### config.mk
export PLATFORM = sky130hd
export DESIGN_NAME = collision_scanner
export DESIGN_NICKNAME = d
export VERILOG_FILES = /design/src/rtl/collision_scanner.sv
export SDC_FILE = /design/constraint.sdc
export NUM_CORES = 1
export LEC_CHECK = 0
export ABC_CLOCK_PERIOD_IN_PS = 6200
export CORE_MARGIN = 1
export CORE_UTILIZATION = 52
export DETAILED_ROUTE_END_ITERATION = 7
export PLACE_DENSITY = 0.91
export SETUP_SLACK_MARGIN = 0.3
export SKIP_LAST_GASP = 1
export SLEW_MARGIN = 40
export SYNTH_ARGS = -nofsm -noshare
export SYNTH_HDL_FRONTEND = slang
export SYNTH_SLANG_ARGS = --single-unit
### constraint.sdc
create_clock -name clk -period 6.2 [get_ports clk]
set_clock_uncertainty 0.1 [all_clocks]
set_input_delay 0.93 -clock clk [delete_from_list [all_inputs] [get_ports clk]]
set_output_delay 0.93 -clock clk [all_outputs]
set_load 0.01 [all_outputs]
### src/rtl/collision_scanner.sv
// Bounding-box collision scan of a snapshotted enemy list against the player,
// one enemy per clock, plus four player tile probes for the wall lookup.
//
// state | meaning
// IDLE  | waiting for start; outputs hold the last committed results
// SCAN  | evaluating enemy[idx] each cycle, accumulating hits
// DONE  | committing accumulator and probes, pulsing done
module collision_scanner #(
  parameter  int NUM_ENEMIES  = 4,
  parameter  int COORD_W      = 10,
  parameter  int SPRITE_SIZE  = 16,
  parameter  int PROBE_MARGIN = 2,
  parameter  int ORIGIN_X     = 144,
  parameter  int ORIGIN_Y     = 31,
  parameter  int TILE_SHIFT   = 5,
  parameter  int TILE_W       = 6,
  localparam int IDX_W        = (NUM_ENEMIES > 1) ? $clog2(NUM_ENEMIES) : 1
) (
  input  logic                            clk,
  input  logic                            rst,
  input  logic                            start,
  input  logic [2*COORD_W-1:0]            player_pos,
  input  logic [NUM_ENEMIES*2*COORD_W-1:0] enemy_pos,
  input  logic [NUM_ENEMIES-1:0]          enemy_active,
  output logic                            busy,
  output logic                            done,
  output logic [NUM_ENEMIES-1:0]          hit_mask,
  output logic                            any_hit,
  output logic [IDX_W-1:0]                first_hit_idx,
  output logic [4*TILE_W-1:0]             probe_x,
  output logic [4*TILE_W-1:0]             probe_y,
  output logic [3:0]                      probe_oob
);

  localparam logic [1:0] ST_IDLE = 2'd0;
  localparam logic [1:0] ST_SCAN = 2'd1;
  localparam logic [1:0] ST_DONE = 2'd2;

  localparam int DW = COORD_W + 1;

  logic [1:0]                       state;
  logic [IDX_W-1:0]                 idx;
  logic [COORD_W-1:0]               snap_px;
  logic [COORD_W-1:0]               snap_py;
  logic [NUM_ENEMIES*2*COORD_W-1:0] snap_enemy;
  logic [NUM_ENEMIES-1:0]           snap_active;
  logic [NUM_ENEMIES-1:0]           hit_acc;

  logic [2*COORD_W-1:0] cur_enemy;
  logic signed [DW-1:0] dx;
  logic signed [DW-1:0] dy;
  logic [DW-1:0]        adx;
  logic [DW-1:0]        ady;
  logic                 cur_hit;

  // Zero-extended operands keep the difference exact: no wrap at the coordinate edge.
  always_comb begin
    cur_enemy = snap_enemy[int'(idx)*2*COORD_W +: 2*COORD_W];
    dx = $signed({1'b0, cur_enemy[2*COORD_W-1:COORD_W]}) - $signed({1'b0, snap_px});
    dy = $signed({1'b0, cur_enemy[COORD_W-1:0]}) - $signed({1'b0, snap_py});
    adx = dx[DW-1] ? $unsigned(-dx) : $unsigned(dx);
    ady = dy[DW-1] ? $unsigned(-dy) : $unsigned(dy);
    cur_hit = snap_active[idx] && (int'(adx) <= SPRITE_SIZE) && (int'(ady) <= SPRITE_SIZE);
  end

  logic signed [31:0] base_x;
  logic signed [31:0] base_y;
  logic signed [31:0] off_x [4];
  logic signed [31:0] off_y [4];
  logic [4*TILE_W-1:0] probe_x_nxt;
  logic [4*TILE_W-1:0] probe_y_nxt;
  logic [3:0]          probe_oob_nxt;

  always_comb begin
    base_x = signed'(32'(snap_px)) - ORIGIN_X;
    base_y = signed'(32'(snap_py)) - ORIGIN_Y;
    off_x[0] = base_x;
    off_y[0] = base_y - PROBE_MARGIN;
    off_x[1] = base_x + SPRITE_SIZE + PROBE_MARGIN;
    off_y[1] = base_y;
    off_x[2] = base_x;
    off_y[2] = base_y + SPRITE_SIZE + PROBE_MARGIN;
    off_x[3] = base_x - PROBE_MARGIN;
    off_y[3] = base_y;
    probe_x_nxt   = '0;
    probe_y_nxt   = '0;
    probe_oob_nxt = '0;
    for (int k = 0; k < 4; k++) begin
      probe_oob_nxt[k] = off_x[k][31] | off_y[k][31];
      probe_x_nxt[k*TILE_W +: TILE_W] = off_x[k][31] ? '0 : TILE_W'(off_x[k] >>> TILE_SHIFT);
      probe_y_nxt[k*TILE_W +: TILE_W] = off_y[k][31] ? '0 : TILE_W'(off_y[k] >>> TILE_SHIFT);
    end
  end

  logic [IDX_W-1:0] first_idx_nxt;

  always_comb begin
    first_idx_nxt = '0;
    for (int i = NUM_ENEMIES - 1; i >= 0; i--) begin
      if (hit_acc[i]) first_idx_nxt = IDX_W'(i);
    end
  end

  always_ff @(posedge clk or posedge rst) begin
    if (rst) begin
      state         <= ST_IDLE;
      idx           <= '0;
      snap_px       <= '0;
      snap_py       <= '0;
      snap_enemy    <= '0;
      snap_active   <= '0;
      hit_acc       <= '0;
      busy          <= 1'b0;
      done          <= 1'b0;
      hit_mask      <= '0;
      any_hit       <= 1'b0;
      first_hit_idx <= '0;
      probe_x       <= '0;
      probe_y       <= '0;
      probe_oob     <= '0;
    end else begin
      done <= 1'b0;
      case (state)
        ST_IDLE: begin
          busy <= start;
          if (start) begin
            snap_px     <= player_pos[2*COORD_W-1:COORD_W];
            snap_py     <= player_pos[COORD_W-1:0];
            snap_enemy  <= enemy_pos;
            snap_active <= enemy_active;
            hit_acc     <= '0;
            idx         <= '0;
            state       <= ST_SCAN;
          end
        end
        ST_SCAN: begin
          hit_acc[idx] <= cur_hit;
          if (idx == IDX_W'(NUM_ENEMIES - 1)) begin
            state <= ST_DONE;
          end else begin
            idx <= idx + 1'b1;
          end
        end
        ST_DONE: begin
          // busy stays high through the done cycle and drops on the next IDLE edge.
          hit_mask      <= hit_acc;
          any_hit       <= |hit_acc;
          first_hit_idx <= first_idx_nxt;
          probe_x       <= probe_x_nxt;
          probe_y       <= probe_y_nxt;
          probe_oob     <= probe_oob_nxt;
          done          <= 1'b1;
          state         <= ST_IDLE;
        end
        default: begin
          busy  <= 1'b0;
          state <= ST_IDLE;
        end
      endcase
    end
  end

endmodule

==> out/qor.txt, run 1 <==
outcome: complete, no violations
vias per cell: 5.67
Port Buffers: 163
Num CTS Buffers: 17
VDD IR max: 0.000314 V
Mapped Cells: 725
top-area cell type share of the netlist area: 46.7%
commonest non-fill, non-tap cell in the layout: clkdlybuf4s50_1
Worst Hold Class: flop to flop
met3 WL post-DR: 1050 µm
Period minus WS final: 4.90 ns
num rows: 46
Die Y-Extent: 130 µm
Crit Path Class: flop to flop
most frequent cells in the layout: clkdlybuf4s50_1, dfrtp_1, mux2_2
post-route cell area: 10900 µm²
GPL Wtd Cong: 0.836
core footprint: 15900 µm²
final slew viol count: 0
PostCTS Resize Cnt: 0
Main synth FF type: dfrtp_1
register area share after synthesis: 46.7%
Post-DRT Antenna Nets: 0
post-layout net count: 1015
slowest cell on the critical path: dfrtp_1
FMAX: 204 MHz
top routing layer used: met4
initial antenna violation count: 0
Ys Warns: 0
EDFF count, synth: 0
initial core utilization: 53.4%
CTS tree: done
postcts setup bufs: 0
number of detailed-route iterations in the first pass: 5
final setup vio count: 0
via count: 6247
ranking of synthesized cells by area: dfrtp_1, mux2_2, mux4_2
clock sink total: 159
largest net degree at the start of global routing: 110
Synth cell types: 65
Initial DRC Count: 376
Reg-to-Reg End: hit_acc[3]$_DFFE_PP0P_
Synth area leader: dfrtp_1
H-tree Lvls: 4
Async S/R FF share, synth: 100%
critical path capture point type: flop
Yosys reg bits: 159
Total GRT Usage: 24.6%
Worst Setup EP: hit_acc[3]$_DFFE_PP0P_
die area: 16900 µm²
CP Launch Point: idx[1]$_DFFE_PP0P_
grt total ovfl: 0
fillers: 1153
worst path cell trace: buf_4, mux4_2, inv_1, ha_1, inv_1, fa_1, a21oi_1, o211a_1, a21oi_1, or4_1, and3_1, or4_4, a211oi_4, o211ai_1, o311ai_1
Top Ports: 168
critical-path maximum fanout: 16
Mapped Avg Cell Area: 11.7 µm²
critical path's largest stage delay: 0.75 ns
met2 wire len: 9450 µm
vias in the first global route: 6291
root buffer cell: clkbuf_16
Core Util, Final: 68.3%
post-DP HPWL: 14100 µm
final hold viol count: 0
Clock Pin Slew Worst Setup and Hold Paths: 0.06 ns
RSZ-0062 raised after global routing: no
Post-Route M1 WL: 8560 µm
CP Data Arrival Time: 5.13 ns
cts hold-fix bufs: 0
area of the multi-input gates: 4100 µm²
Worst Setup Start Kind: flop
maxcap violations: 0
Routed wire per std cell: 17.6 µm
Syn-to-layout area delta: 28.0%
DRC: 0
slack of the worst reg-to-reg path: 1.30 ns
global-route wire length before repair: 31400 µm
Worst slew margin: 49.7%
reg2reg path depth: 15
Placed Area: 10300 µm²
worst-skew pair later-pin latency: 0.43 ns
post-synth design cell area: 8510 µm²
Static Leak: 0.00459 µW
worst endpoint required time: 6.43 ns
number of inserted diodes: 0
Worst-Margin Slew: 0.754 ns
FF-to-FF Start: idx[1]$_DFFE_PP0P_
Die W: 130 µm
final wirelength: 19400 µm
share of cells above drive strength 1: 20.5%
Reg area: 3980 µm²
clk buf depth: 2
Setup TNS: 0 ns
Pwr per Cell Area: 635 nW/µm²
final worst-path cycle share: 79.0%
-- power breakdown --
group | switching (µW) | internal [µW] | total, µW | leakage (µW)
combinational | 1980 | 1980 | 3950 | 0.00235
sequential | 359 | 1510 | 1870 | 0.00194
clock | 410 | 691 | 1100 | 0.000295
total | 2750 | 4180 | 6920 | 0.00459
-- cell usage after synthesis, drive strengths merged, types with 2 or more instances --
cell type and number:
dfrtp 159, mux2 113, inv 65, ha 32, xnor2 31, o22ai 28, buf 27, nor2 26
nand2 24, o21ai 23, mux4 21, nand3 15, clkbuf 14, nor3 14, a21oi 12, nor2b 10
a21o 9, a211oi 7, xor2 7, nand4 6, o21a 6, and3 5, nand2b 5, o211ai 5
o22a 5, a22o 4, and2 4, a31oi 3, o311ai 3, or2 3, or3 3, or4 3
a31o 2, a41oi 2, and4 2, fa 2, nor4b 2, o2111a 2, o2111ai 2, o31ai 2
o41ai 2
-- critical path, delay by kind of cell, from the launching register on --
family,cells,cell delay [ns]
flops,1,0.75
buf+inv,3,0.46
mux,1,0.52
compound gates,6,1.15
fa+ha+maj,2,0.57
simple gates,3,1.25
-- flip-flops by register name, summed over array words and instances (netlist names) --
| register | cells |
|---|---|
| hit_acc | 4 |
| snap_px | 10 |
| probe_x | 17 |
| hit_mask | 4 |
| probe_y | 17 |
| state | 2 |
| any_hit | 1 |
| snap_py | 10 |
| first_hit_idx | 2 |
| probe_oob | 4 |
| snap_enemy | 80 |
| done | 1 |
| snap_active | 4 |
| busy | 1 |
| idx | 2 |
-- metal layers --
layer	GRT usage, %	vias up
li1	-	2898
met1	31.9	3106
met2	40.9	215
met3	5.13	28
met4	9.30	0
met5	0	-
-- layout make-up --
| type | instances | area share, % |
|---|---|---|
| clock buffer | 21 | 4.23 |
| tap | 216 | 2.48 |
| sequential | 159 | 36.5 |
| timing repair buffer | 168 | 15.3 |
| clock inverter | 10 | 1.48 |
| multi-input combinational | 463 | 37.6 |
| inverter | 65 | 2.35 |
-- logic make-up (layout without fill, tap and decap cells) --
logic type | Yosys count | count (layout) | share of synthesized area (%)
DFF | 159 | 159 | 46.7
muxes | 134 | 134 | 20.5
AOI/OAI and AO/OA | 127 | 127 | 10.5
and+or+nand+nor | 126 | 126 | 7.72
buffers and inverters | 106 | 264 | 5.38
xor gates and xnor gates | 38 | 38 | 3.91
adders and majority gates | 34 | 34 | 5.17
other | 1 | 4 | 0.0440
-- through the flow --
| step | std cells | hold slack (ns) | total power, µW | setup WS (ns) |
|---|---|---|---|---|
| after floorplan | 728 | 0.374 | 4780 | 0.878 |
| after global placement | 1071 | 0.383 | 5600 | 1.53 |
| after detailed placement | 1071 | 0.385 | 5770 | 1.35 |
| after CTS | 1102 | 0.402 | 6920 | 1.31 |
| after global routing | 1102 | 0.416 | 7430 | 1.05 |
| final | 1102 | 0.396 | 6920 | 1.30 |
-- worst min-delay path by stage --
stage                                     from                    endpoint  cells after the start
floorplan           snap_active[2]$_DFFE_PP0P_  snap_active[2]$_DFFE_PP0P_                      1
global placement      probe_oob[3]$_DFFE_PP0P_    probe_oob[3]$_DFFE_PP0P_                      1
detailed placement      probe_y[5]$_DFFE_PP0P_      probe_y[5]$_DFFE_PP0P_                      1
CTS                   probe_oob[1]$_DFFE_PP0P_    probe_oob[1]$_DFFE_PP0P_                      1
global route        snap_enemy[32]$_DFFE_PP0P_  snap_enemy[32]$_DFFE_PP0P_                      1
finish                probe_oob[1]$_DFFE_PP0P_    probe_oob[1]$_DFFE_PP0P_                      1
Note: power is estimated with default switching activity, not from simulation.
==> inputs of run 2 (changes only) <==
--- a/config.mk
+++ b/config.mk
@@ -5,7 +5,7 @@
 export SDC_FILE = /design/constraint.sdc
 export NUM_CORES = 1
 export LEC_CHECK = 0
-export ABC_CLOCK_PERIOD_IN_PS = 6200
+export ABC_CLOCK_PERIOD_IN_PS = 5100
 export CORE_MARGIN = 1
 export CORE_UTILIZATION = 52
 export DETAILED_ROUTE_END_ITERATION = 7
==> constraint.sdc (replaced) <==
create_clock -name clk -period 5.1 [get_ports clk]
set_clock_uncertainty 0.1 [all_clocks]
set_input_delay 0.765 -clock clk [delete_from_list [all_inputs] [get_ports clk]]
set_output_delay 0.765 -clock clk [all_outputs]
set_load 0.01 [all_outputs]
==> out/qor.txt, run 2 (same netlist as run 1, synthesis figures left out) <==
clk buf depth: 2 (unchanged)
FMAX: 225 MHz (+10%)
critical-path maximum fanout: 25 (+9)
final worst-path cycle share: 87.3% (+8.3 points)
slack of the worst reg-to-reg path: 0.65 ns (-0.66 ns)
pre-CTS WS: 0.656 ns (-0.697 ns)
Core Util, Final: 68.4% (+0.086 points)
critical path capture point type: flop
final hold viol count: 0 (unchanged)
H-tree Lvls: 4 (unchanged)
Setup TNS: 0 ns (unchanged)
commonest non-fill, non-tap cell in the layout: clkdlybuf4s50_1
Worst-Margin Slew: 0.639 ns (-0.116 ns)
most flop-heavy register: snap_enemy
Num CTS Buffers: 17 (unchanged)
final wirelength: 19000 µm (-1.8%)
worst min-delay path startpoint: probe_y[5]$_DFFE_PP0P_
VDD IR max: 0.000317 V (+0.76%)
largest net degree at the start of global routing: 88 (-20%)
final slew viol count: 0 (unchanged)
outcome: complete, no violations
Routed wire per std cell: 17.2 µm (-2.2%)
Initial DRC Count: 373 (-0.80%)
core footprint: 15900 µm² (unchanged)
via count: 6184 (-1.0%)
Worst slew margin: 57.1% (+7.4 points)
post-DP HPWL: 14200 µm (+0.97%)
vias per cell: 5.59 (-1.5%)
Post-DRT Antenna Nets: 0 (unchanged)
Reg-to-Reg End: hit_acc[0]$_DFFE_PP0P_
Die W: 130 µm (unchanged)
maxcap violations: 0 (unchanged)
initial core utilization: 53.4% (unchanged)
worst-skew pair later-pin latency: 0.42 ns (about the same)
hold slack: 0.401 ns (+0.00494 ns)
die area: 16900 µm² (unchanged)
Crit Path Class: flop to flop
most frequent cells in the layout: clkdlybuf4s50_1, dfrtp_1, mux2_2
initial antenna violation count: 0 (unchanged)
DRC: 0 (unchanged)
reg2reg path depth: 15 (unchanged)
total power: 8300 µW (+20%)
cts hold-fix bufs: 0 (unchanged)
num rows: 46 (unchanged)
GPL Wtd Cong: 0.848 (+1.5%)
postcts setup bufs: 0 (unchanged)
global-route wire length before repair: 30900 µm (-1.7%)
Port Buffers: 163 (unchanged)
Syn-to-layout area delta: 28.1%
vias in the first global route: 6158 (-2.1%)
Worst Setup Start Kind: flop
number of inserted diodes: 0 (unchanged)
share of cells above drive strength 1: 21.0% (+0.45 points)
post-layout net count: 1019 (+0.39%)
WHS Path Cells: 1 (unchanged)
Period minus WS final: 4.45 ns (-0.443 ns)
worst endpoint required time: 5.32 ns (-1.11 ns)
FF-to-FF Start: idx[0]$_DFFE_PP0P_
grt total ovfl: 0 (unchanged)
clock sink total: 159 (unchanged)
Clock Pin Slew Worst Setup and Hold Paths: 0.06 ns (about the same)
Final WS setup: 0.648 ns (-0.657 ns)
CP Data Arrival Time: 4.67 ns (-0.46 ns)
hold path endpoint: probe_y[5]$_DFFE_PP0P_
RSZ-0062 raised after global routing: no
Largest register FFs: 80 (unchanged)
CTS tree: done
Total GRT Usage: 24.1% (-0.53 points)
Die Y-Extent: 130 µm (unchanged)
biggest regs: snap_enemy (80), probe_x (17), probe_y (17)
Pwr per Cell Area: 761 nW/µm² (+20%)
Worst Hold Class: flop to flop
root buffer cell: clkbuf_16
number of detailed-route iterations in the first pass: 5 (unchanged)
Top Ports: 168 (unchanged)
Static Leak: 0.00459 µW (+0.18%)
final setup vio count: 0 (unchanged)
PostCTS Resize Cnt: 0 (unchanged)
[run 2: worst max-delay path by stage]
| stage | start | end | cells past startpoint |
|---|---|---|---|
| 3_3_place_gp | idx[0]$_DFFE_PP0P_ | hit_acc[0]$_DFFE_PP0P_ | 15 |
| 2_1_floorplan | idx[0]$_DFFE_PP0P_ | hit_acc[3]$_DFFE_PP0P_ | 14 |
| 3_5_place_dp | idx[0]$_DFFE_PP0P_ | hit_acc[3]$_DFFE_PP0P_ | 15 |
| 4_1_cts | idx[0]$_DFFE_PP0P_ | hit_acc[0]$_DFFE_PP0P_ | 15 |
| 6_report | idx[0]$_DFFE_PP0P_ | hit_acc[0]$_DFFE_PP0P_ | 15 |
| 5_1_grt | idx[0]$_DFFE_PP0P_ | hit_acc[0]$_DFFE_PP0P_ | 15 |
[run 2: final cells by class]
cell class	instances	area, µm²
clock buffer	20	447
sequential	159	3980
inverter	65	248
fill	1165	5030
tap	216	270
clock inverter	12	135
multi-input combinational	463	4100
timing repair buffer	172	1730
[run 2: worst max-delay path: stages, from the launching register on]
cell and delay [ns]:
dfrtp_1 0.32, buf_4 0.39, mux4_2 0.56, inv_1 0.07, ha_1 0.17, inv_1 0.07
fa_1 0.41, a21o_1 0.21, a22o_1 0.23, o31ai_1 0.53, xor2_1 0.18, nor2_1 0.05
or4_4 0.51, a211oi_4 0.30, o211ai_1 0.14, o311ai_1 0.10
[run 2: power by group]
| group | leakage, µW | switching, µW | internal, µW |
|---|---|---|---|
| sequential | 0.00194 | 396 | 1840 |
| clock | 0.000278 | 511 | 736 |
| combinational | 0.00238 | 2410 | 2410 |
[run 2: metal layers]
layer	global-route usage, %	wire, µm
met5	0	0
met4	8.21	301
met3	4.51	773
met2	39.0	9170
met1	32.8	8780
[run 2: per-stage QoR]
stage	instance area, µm²	std cells
final	10900	1107
after global placement	10300	1074
after detailed placement	10300	1074
after global routing	10900	1107
after floorplan	8530	728
after CTS	10900	1106
